## src/rtl/fp_subnorm_round16.sv

```systemverilog
// FP16 result packer: denormalizes by a multi-cycle right shift, rounds, and
// handles NaN/Inf/zero/overflow. Define FP_SUBNORM_ROUND16_RNE_EN for round-to-nearest-even, else truncate.
module fp_subnorm_round16 #(
  parameter int SHIFT_PER_CYCLE = 1
) (
  input  logic        clk,
  input  logic        rst_n,
  input  logic        ce,
  input  logic        i_valid,
  output logic        i_ready,
  input  logic        i_sign,
  input  logic [7:0]  i_exp,
  input  logic [10:0] i_sig,
  input  logic        i_nan,
  input  logic        i_inf,
  output logic        o_valid,
  input  logic        o_ready,
  output logic [15:0] o,
  output logic        o_uf,
  output logic        o_of
);

  typedef enum logic [1:0] {IDLE, SHIFT, ROUND, OUT} state_t;
  typedef struct packed {
    logic       sign;
    logic [7:0] exp;
    logic       nan;
    logic       inf;
    logic       zero;
  } op_t;

  state_t      state, state_n;
  op_t         op_q;
  logic [10:0] sig_q, s;
  logic        grd_q, stk_q, g, st;
  logic [3:0]  cnt_q, rem, cnt_init;
  logic [8:0]  need;
  logic        accept, exp_nonpos, sig_nz;
  logic        inc;
  logic [10:0] r;
  logic [15:0] res;
  logic        res_uf, res_of;

  assign accept     = i_valid & i_ready & ce;
  assign exp_nonpos = $signed(i_exp) <= 8'sd0;
  assign sig_nz     = |i_sig;
  // Only meaningful when i_exp <= 0, where 1 - i_exp lies in 1..129
  assign need       = 9'd1 - {i_exp[7], i_exp};
  assign cnt_init   = (need > 9'd12) ? 4'd12 : need[3:0];

  // One pass shifts up to SHIFT_PER_CYCLE bits; old guard folds into sticky
  always_comb begin
    s   = sig_q;
    g   = grd_q;
    st  = stk_q;
    rem = cnt_q;
    for (int j = 0; j < SHIFT_PER_CYCLE; j++) begin
      if (rem != 4'd0) begin
        st  = st | g;
        g   = s[0];
        s   = {1'b0, s[10:1]};
        rem = rem - 4'd1;
      end
    end
  end

  always_ff @(posedge clk or negedge rst_n) begin
    if (!rst_n) state <= IDLE;
    else if (ce) state <= state_n;
  end

  always_comb begin
    state_n = state;
    case (state)
      IDLE:    if (accept) state_n = (exp_nonpos && sig_nz) ? SHIFT : ROUND;
      SHIFT:   if (rem == 4'd0) state_n = ROUND;
      ROUND:   state_n = OUT;
      OUT:     if (o_ready) state_n = IDLE;
      default: state_n = IDLE;
    endcase
  end

  always_comb begin
    i_ready = (state == IDLE);
    o_valid = (state == OUT);
  end

  // A carry out of the 10-bit fraction lands in bit 10, i.e. exponent field 1
  always_comb begin
`ifdef FP_SUBNORM_ROUND16_RNE_EN
    inc = grd_q & (stk_q | sig_q[0]);
`else
    inc = 1'b0;
`endif
    r      = sig_q + {10'd0, inc};
    res    = 16'h0000;
    res_uf = 1'b0;
    res_of = 1'b0;
    if (op_q.nan)
      res = {op_q.sign, 5'h1F, 1'b1, 9'h000};
    else if (op_q.inf)
      res = {op_q.sign, 5'h1F, 10'h000};
    else if (op_q.zero)
      res = {op_q.sign, 15'h0000};
    else if ($signed(op_q.exp) >= 8'sd31) begin
      res    = {op_q.sign, 5'h1F, 10'h000};
      res_of = 1'b1;
    end else if ($signed(op_q.exp) >= 8'sd1)
      res = {op_q.sign, op_q.exp[4:0], sig_q[9:0]};
    else begin
      res    = {op_q.sign, 4'h0, r};
      res_uf = ~r[10] & (grd_q | stk_q);
    end
  end

  always_ff @(posedge clk or negedge rst_n) begin
    if (!rst_n) begin
      op_q  <= '0;
      sig_q <= '0;
      grd_q <= 1'b0;
      stk_q <= 1'b0;
      cnt_q <= '0;
      o     <= 16'h0000;
      o_uf  <= 1'b0;
      o_of  <= 1'b0;
    end else if (ce) begin
      case (state)
        IDLE: if (accept) begin
          op_q  <= '{sign: i_sign, exp: i_exp, nan: i_nan, inf: i_inf, zero: ~sig_nz};
          sig_q <= i_sig;
          grd_q <= 1'b0;
          stk_q <= 1'b0;
          cnt_q <= cnt_init;
        end
        SHIFT: begin
          sig_q <= s;
          grd_q <= g;
          stk_q <= st;
          cnt_q <= rem;
        end
        ROUND: begin
          o    <= res;
          o_uf <= res_uf;
          o_of <= res_of;
        end
        default: ;
      endcase
    end
  end

endmodule

```

## config.mk

```make
export PLATFORM = sky130hd
export DESIGN_NAME = fp_subnorm_round16
export DESIGN_NICKNAME = d
export VERILOG_FILES = /design/src/rtl/fp_subnorm_round16.sv
export SDC_FILE = /design/constraint.sdc
export NUM_CORES = 1
export LEC_CHECK = 0
export ABC_AREA = 1
export ABC_CLOCK_PERIOD_IN_PS = 3500
export CELL_PAD_IN_SITES_DETAIL_PLACEMENT = 0
export CELL_PAD_IN_SITES_GLOBAL_PLACEMENT = 1
export CORE_UTILIZATION = 42
export CTS_BUF_LIST = sky130_fd_sc_hd__clkbuf_8
export DETAILED_ROUTE_END_ITERATION = 12
export GPL_TIMING_DRIVEN = 0
export PLACE_DENSITY = 0.86
export SLEW_MARGIN = 20
export SYNTH_ARGS = -nofsm -noshare
export SYNTH_HDL_FRONTEND = slang
export SYNTH_SLANG_ARGS = --single-unit
```

## constraint.sdc

```tcl
create_clock -name clk -period 3.5 [get_ports clk]
set_input_delay 0.7 -clock clk [delete_from_list [all_inputs] [get_ports clk]]
set_output_delay 0.7 -clock clk [all_outputs]
set_load 0.01 [all_outputs]
```

==> results of run 1 <==
[per-layer routing]
metal	share of wire [%]	vias up	track usage, %	routed length, um
met5	0	-	0	0
met4	1.9	0	7.857	109
li1	-	1160	-	-
met2	45	53	31.03	2533
met1	48	1026	28.94	2725
met3	4.6	7	2.857	259
[per-stage QoR]
stage	setup slack (ns)	cell area (um2)
detailed placement	0.8871	3108
CTS	1.204	3199
floorplan	1.747	2542
global route	1.009	3199
finish	1.201	3199
global placement	0.3005	3093
[layout make-up]
| class | instances | area (um2) | share of cell area, % |
|---|---|---|---|
| Timing Repair Buffer | 47 | 475.5 | 14.86 |
| Sequential cell | 49 | 1226 | 38.33 |
| Inverter | 44 | 165.2 | 5.162 |
| Clock buffer | 5 | 68.82 | 2.151 |
| Multi-Input combinational cell | 230 | 1106 | 34.57 |
| Clock inverter | 3 | 22.52 | 0.7039 |
| Buffer | 9 | 45.04 | 1.408 |
| Tap cell | 72 | 90.09 | 2.816 |
[flip-flops by register name, summed over array words and instances (netlist names)]
| register | flops |
|---|---|
| cnt_q | 4 |
| sig_q | 11 |
| o | 16 |
| o_uf | 1 |
| op_q | 12 |
| stk_q | 1 |
| state | 2 |
| o_of | 1 |
| grd_q | 1 |
[cells in the final DEF, fill, tap and decap left out, types with 2 or more instances in the layout]
master           count
a21boi_0             2
a21oi_1             16
a21oi_2              3
clkbuf_1             7
clkbuf_8             5
clkdlybuf4s50_1     45
clkinvlp_4           3
dfrtp_1             49
ha_1                 7
inv_1               41
inv_2                2
mux2_2               3
nand2_1             99
nand3_1             26
nand4_1              2
nor2_1              28
nor3_1               2
o21ai_0             31
o21ai_1              6
xor2_1               2
[how the worst min path moves through the flow]
stage	slack, ns	endpoint
after detailed placement	0.47	o[3]
after floorplan	0.40	cnt_q[0]
final	0.39	o[13]
after CTS	0.41	o[13]
after global routing	0.44	o[12]
after global placement	0.45	o[15]
[critical path, stage by stage (launching register included)]
cell and delay [ns]:
dfrtp_1 0.43, inv_1 0.10, ha_1 0.21, clkdlybuf4s50_1 0.56
[kinds of logic after synthesis]
logic type      after synthesis  synth area share (%)
flops                        49                 48.23
xor+xnor                      2                0.6891
simple gates                158                 25.05
mux                           3                 1.329
fa+ha+maj                     7                 3.445
buf+inv                      53                 8.268
compound gates               60                 12.99
[power groups by stage]
stage	registers (mW)	clock network, mW	logic (mW)
6_report	0.967	0.336	1.06
5_1_grt	0.996	0.367	1.23
4_1_cts	0.967	0.343	1.07
3_5_place_dp	0.979	0	1.07
3_3_place_gp	0.965	0	1.05
2_1_floorplan	0.973	0	0.671
==> flow_summary_export.csv, run 1 <==
group,metric,value,unit
synth,synth-edff-count,0,
timing,rsz0062_at_grt,"false",
timing,fin_setup_tns,0,ns
synth,yosysMostFrequentCell,"nand2_1",
min_path,hold_class,"primary input to async pin",
route,finalWirelength,5628,um
synth,ys_top_cells_by_count,"nand2_1 (99), dfrtp_1 (49), inv_1 (41), o21ai_0 (31), nor2_1 (28)",
timing,slew_violations,0,
timing,finalSetupViolations,0,
floorplanning,die_height,79.81,um
synth,synth_async_sr_flop_share,100.0,%
synth,avgSynthCellArea,7.658,um2
finish,fin_nets,420,
grt,grt_overflow,0,
floorplanning,start_util,44.80,%
worst_setup_path,rr_worst_depth,9,
power_and_ir_drop,power.switching,0.9607,mW
finish,utilization,56.37,%
worst_setup_path,crit_arrival,1.60,ns
grt,grt_pass1_wl,9929,um
floorplanning,core-area,5675,um2
status,outcome,"finished, final reports clean",
floorplanning,io_pins,47,
grt,grt_pass1_vias,2171,
route,drtIter0Drc,121,
synth,ys_warn_count,0,
worst_setup_path,critical_path_class,"flip-flop to output pin",
power_and_ir_drop,pwr-share-clk,14.2,%
timing,fmax,434.9,MHz
power_and_ir_drop,total_power,2.368,mW
clocking,ctsHoldBuffers,0,
placement,port_buffers,46,
power_and_ir_drop,p_comb_share,45.0,%
worst_setup_path,rr_endpoint,"sig_q[6]",
placement,dp_hpwl,4359,um
synth,synth_ff_type,"dfrtp_1",
synth,ys_seq_elements,49,
clocking,cts_sinks,49,
clocking,root_buffer,"clkbuf_8",
worst_setup_path,rr_startpoint,"state[0]",
worst_setup_path,required,2.80,ns
power_and_ir_drop,power_density,740.0,nW/um2
grt,grt_util_all_layers,20.28,%
floorplanning,die-area,6369,um2
floorplanning,num_rows,27,
route,vias,2246,
job,drv_cap,0,
synth,synth_cells,332,
synth,yosys.area.top_type,"dfrtp_1",
worst_setup_path,reg2reg_slack,1.44,ns
placement,dpl.cell_count,451,
placement,gp_congestion,0.8668,
finish,drive_gt1_share,5.426,%
timing,post-route-min-period,2.299,ns
timing,hold_ws,0.3940,ns
clocking,numCtsBuffers,5,
clocking,htreeDepth,2,
power_and_ir_drop,p_int,1.407,mW
clocking,cts.clk_slew.worst_paths,0.09,ns
synth,synthTopCellsByArea,"dfrtp_1 (48%), nand2_1 (15%), o21ai_0 (6.1%)",
worst_setup_path,critPathLaunch,"state[0]",
timing,worst_pin_slew,0.6189,ns
clocking,clk_path_buf_depth,2,
route,routedWlPerCell,12.26,um
power_and_ir_drop,peakVddDrop,0.3226,mV
power_and_ir_drop,power_leakage,1.570,nW
timing,finalCritPeriodShare,65.69,%
worst_setup_path,endpoint,"i_ready",
clocking,post_cts_resize_count,0,
finish,fin_cells,459,
grt,grt_max_degree,26,
worst_setup_path,start_kind,"flip-flop",
synth,ys_seq_area_share,48.23,%
worst_setup_path,worstSetupEndpointType,"output pin",
synth,synth.distinct_cells,23,
route,vias_per_cell,4.893,
synth,synth_area,2542,um2
timing,slew_headroom,58.42,%
power_and_ir_drop,seqPwrFrac,40.8,%
synth,synth_fp_nets,366,
route,first_pass_iters,4,
grt,antenna_found_initial,0,
worst_setup_path,path_max_fanout,4,
floorplanning,die_x,79.81,um
power_and_ir_drop,switching_share,40.57,%
clocking,post_cts_buffers,0,
finish,antennaDiodeCount,0,
finish,areaGrowthSynthToFinish,25.84,%
clocking,clk_latency,0.30,ns
finish,nFillCells,574,
clocking,cts_tree,"built",
synth,synth_top_area_share,48.23,%
timing,hold_violations,0,
route,postRouteAntennaNets,0,
timing,fin_worst_skew,0.006048,ns
route,drc,0,
(Power assumes the default switching activity.)
==> run 2, diff against run 1 <==
--- a/config.mk
+++ b/config.mk
@@ -6,14 +6,14 @@
 export NUM_CORES = 1
 export LEC_CHECK = 0
 export ABC_AREA = 1
-export ABC_CLOCK_PERIOD_IN_PS = 3500
+export ABC_CLOCK_PERIOD_IN_PS = 2100
 export CELL_PAD_IN_SITES_DETAIL_PLACEMENT = 0
 export CELL_PAD_IN_SITES_GLOBAL_PLACEMENT = 1
-export CORE_UTILIZATION = 42
+export CORE_UTILIZATION = 35
 export CTS_BUF_LIST = sky130_fd_sc_hd__clkbuf_8
 export DETAILED_ROUTE_END_ITERATION = 12
 export GPL_TIMING_DRIVEN = 0
-export PLACE_DENSITY = 0.86
+export PLACE_DENSITY = 0.76
 export SLEW_MARGIN = 20
 export SYNTH_ARGS = -nofsm -noshare
 export SYNTH_HDL_FRONTEND = slang
==> constraint.sdc (replaced) <==
create_clock -name clk -period 2.1 [get_ports clk]
set_input_delay 0.42 -clock clk [delete_from_list [all_inputs] [get_ports clk]]
set_output_delay 0.42 -clock clk [all_outputs]
set_load 0.01 [all_outputs]
==> run 2 against run 1 <==
Effect of this change:
- wire length increased by 2.6%
- worst setup slack worse by 1.1 ns
- clock power is 110% higher
- critical path depth did not move
- sequential cell count did not move
- count of clock-buffer cells in the layout increased by 1
- via count grew 0.62%
- die area rose by 19%
- sequential power up 66%
- first-iteration DRC count shrank 14%
- sequential share of layout area down 1.3 points
- hold slack got worse by 0.27 ns
==> flow_summary_export.csv, run 2 (same netlist as run 1, synthesis figures left out) <==
group,metric,value,unit
status,outcome,"finished, final reports clean",
clocking,htreeDepth,2,
clocking,cts.clk_slew.worst_paths,0.09,ns
timing,post-route-min-period,1.973,ns
grt,antenna_found_initial,0,
timing,finalCritPeriodShare,93.94,%
placement,dpl_worst_slack,-0.2418,ns
job,drv_cap,0,
floorplanning,start_util,36.81,%
grt,grt_util_all_layers,16.58,%
power_and_ir_drop,seqPwrFrac,38.6,%
route,postRouteAntennaNets,0,
route,first_pass_iters,4,
min_path,hold_class,"primary input to async pin",
power_and_ir_drop,power.switching,1.599,mW
timing,worst_pin_slew,0.6224,ns
timing,rsz0062_at_grt,"false",
clocking,clk_path_buf_depth,2,
grt,grt_pass1_wl,9749,um
placement,gp_congestion,0.7916,
finish,areaGrowthSynthToFinish,30.12,%
clocking,ctsHoldBuffers,0,
floorplanning,die-area,7609,um2
clocking,cts_sinks,49,
route,drtIter0Drc,104,
floorplanning,core-area,6907,um2
worst_setup_path,start_kind,"flip-flop",
grt,grt_pass1_vias,2110,
floorplanning,num_rows,30,
route,vias,2260,
power_and_ir_drop,switching_share,38.44,%
power_and_ir_drop,peakVddDrop,0.4540,mV
timing,slew_headroom,58.51,%
finish,fin_nets,427,
finish,mostFrequentLayoutCells,"nand2_1 (99), dfrtp_1 (49), clkdlybuf4s50_1 (44)",
clocking,numCtsBuffers,5,
timing,finalSetupViolations,0,
route,vias_per_cell,4.612,
worst_setup_path,path_max_fanout,4,
finish,largestRegisters,"o (16), op_q (12), sig_q (11)",
placement,port_buffers,46,
timing,slew_violations,0,
floorplanning,die_x,87.23,um
finish,largest_register_ff_count,16,
route,drc,0,
worst_setup_path,crit_arrival,1.55,ns
placement,dp_hpwl,4339,um
worst_setup_path,worstSetupEndpointType,"output pin",
clocking,cts_tree,"built",
finish,drive_gt1_share,7.360,%
power_and_ir_drop,power_density,1257,nW/um2
finish,antennaDiodeCount,0,
power_and_ir_drop,p_comb_share,44.5,%
timing,hold_ws,0.1266,ns
power_and_ir_drop,pwr-share-clk,16.8,%
finish,largest_register,"o",
timing,hold_violations,0,
finish,utilization,47.90,%
route,finalWirelength,5775,um
grt,grt_overflow,0,
grt,grt_max_degree,50,
finish,nFillCells,721,
worst_setup_path,reg2reg_slack,0.16,ns
finish,layout_commonest_cell,"nand2_1",
timing,fmax,506.9,MHz
clocking,root_buffer,"clkbuf_8",
timing,fin_worst_skew,0.01030,ns
power_and_ir_drop,p_int,2.560,mW
route,routedWlPerCell,11.79,um
worst_setup_path,required,1.68,ns
power_and_ir_drop,power_leakage,1.634,nW
floorplanning,die_height,87.23,um
worst_setup_path,critical_path_class,"flip-flop to output pin",
clocking,clk_latency,0.30,ns
floorplanning,io_pins,47,
timing,setup_ws,0.1274,ns
[run 2: cell types whose count changed in the layout (fill, tap and decap cells not counted), sizes merged]
cell,change
clkinvlp,-2
clkdlybuf4s50,-1
clkbuf,+1
buf,+7
bufinv,+1
dlymetal6s2s,+1
[run 2: through the flow]
stage          instances  power [mW]  area (um2)  setup TNS [ns]
2_1_floorplan        332       2.740        2542               0
3_3_place_gp         474       3.372        3123          -47.28
3_5_place_dp         474       3.399        3120          -2.226
4_1_cts              482       4.107        3241               0
5_1_grt              490       4.553        3308               0
6_report             490       4.159        3308               0
[run 2: final cells by class]
cell class,instances,area [um2],share of cell area (%)
clock inverter,2,37.54,1.135
clock buffer,6,82.58,2.496
timing repair buffer,54,520.5,15.73
buffer,9,45.04,1.362
inverter,44,165.2,4.992
sequential,49,1226,37.07
tap,96,120.1,3.631
multi-input combinational,230,1111,33.59
[run 2: final timing paths]
check,depth (start not counted),to,from
max in group asynchronous,1,op_q[1],rst_n
min in group clk,2,o[15],op_q[11]
worst max-delay path,3,o_valid,state[0]
worst min register to register,2,o[15],op_q[11]
worst min-delay path,1,op_q[8],rst_n
worst max register to register,9,sig_q[6],state[0]
[run 2: timing repair]
action	in CTS	in global routing
hold endpoints to repair	0	0
endpoints found under the setup margin	0	25
setup buffers	0	8
resized for setup	0	2
[run 2: metal layers]
metal	global-route usage (%)	vias to the layer above	wire, um
met4	4.024	0	38
li1	-	1172	-
met3	3.223	4	228
met5	0	-	0
met2	26.84	45	2666
met1	22.92	1039	2842
[run 2: worst max-delay path, stage by stage, from the launching register on]
cell and delay [ns]:
dfrtp_1 0.42, buf_4 0.15, ha_1 0.20, clkdlybuf4s50_1 0.48
[run 2: power groups by stage]
stage / registers [mW] / logic [mW] / clock network [mW]
detailed placement: 1.62 / 1.78 / 0
finish: 1.61 / 1.85 / 0.700
global route: 1.67 / 2.13 / 0.758
CTS: 1.60 / 1.79 / 0.716
global placement: 1.61 / 1.76 / 0
floorplan: 1.62 / 1.12 / 0
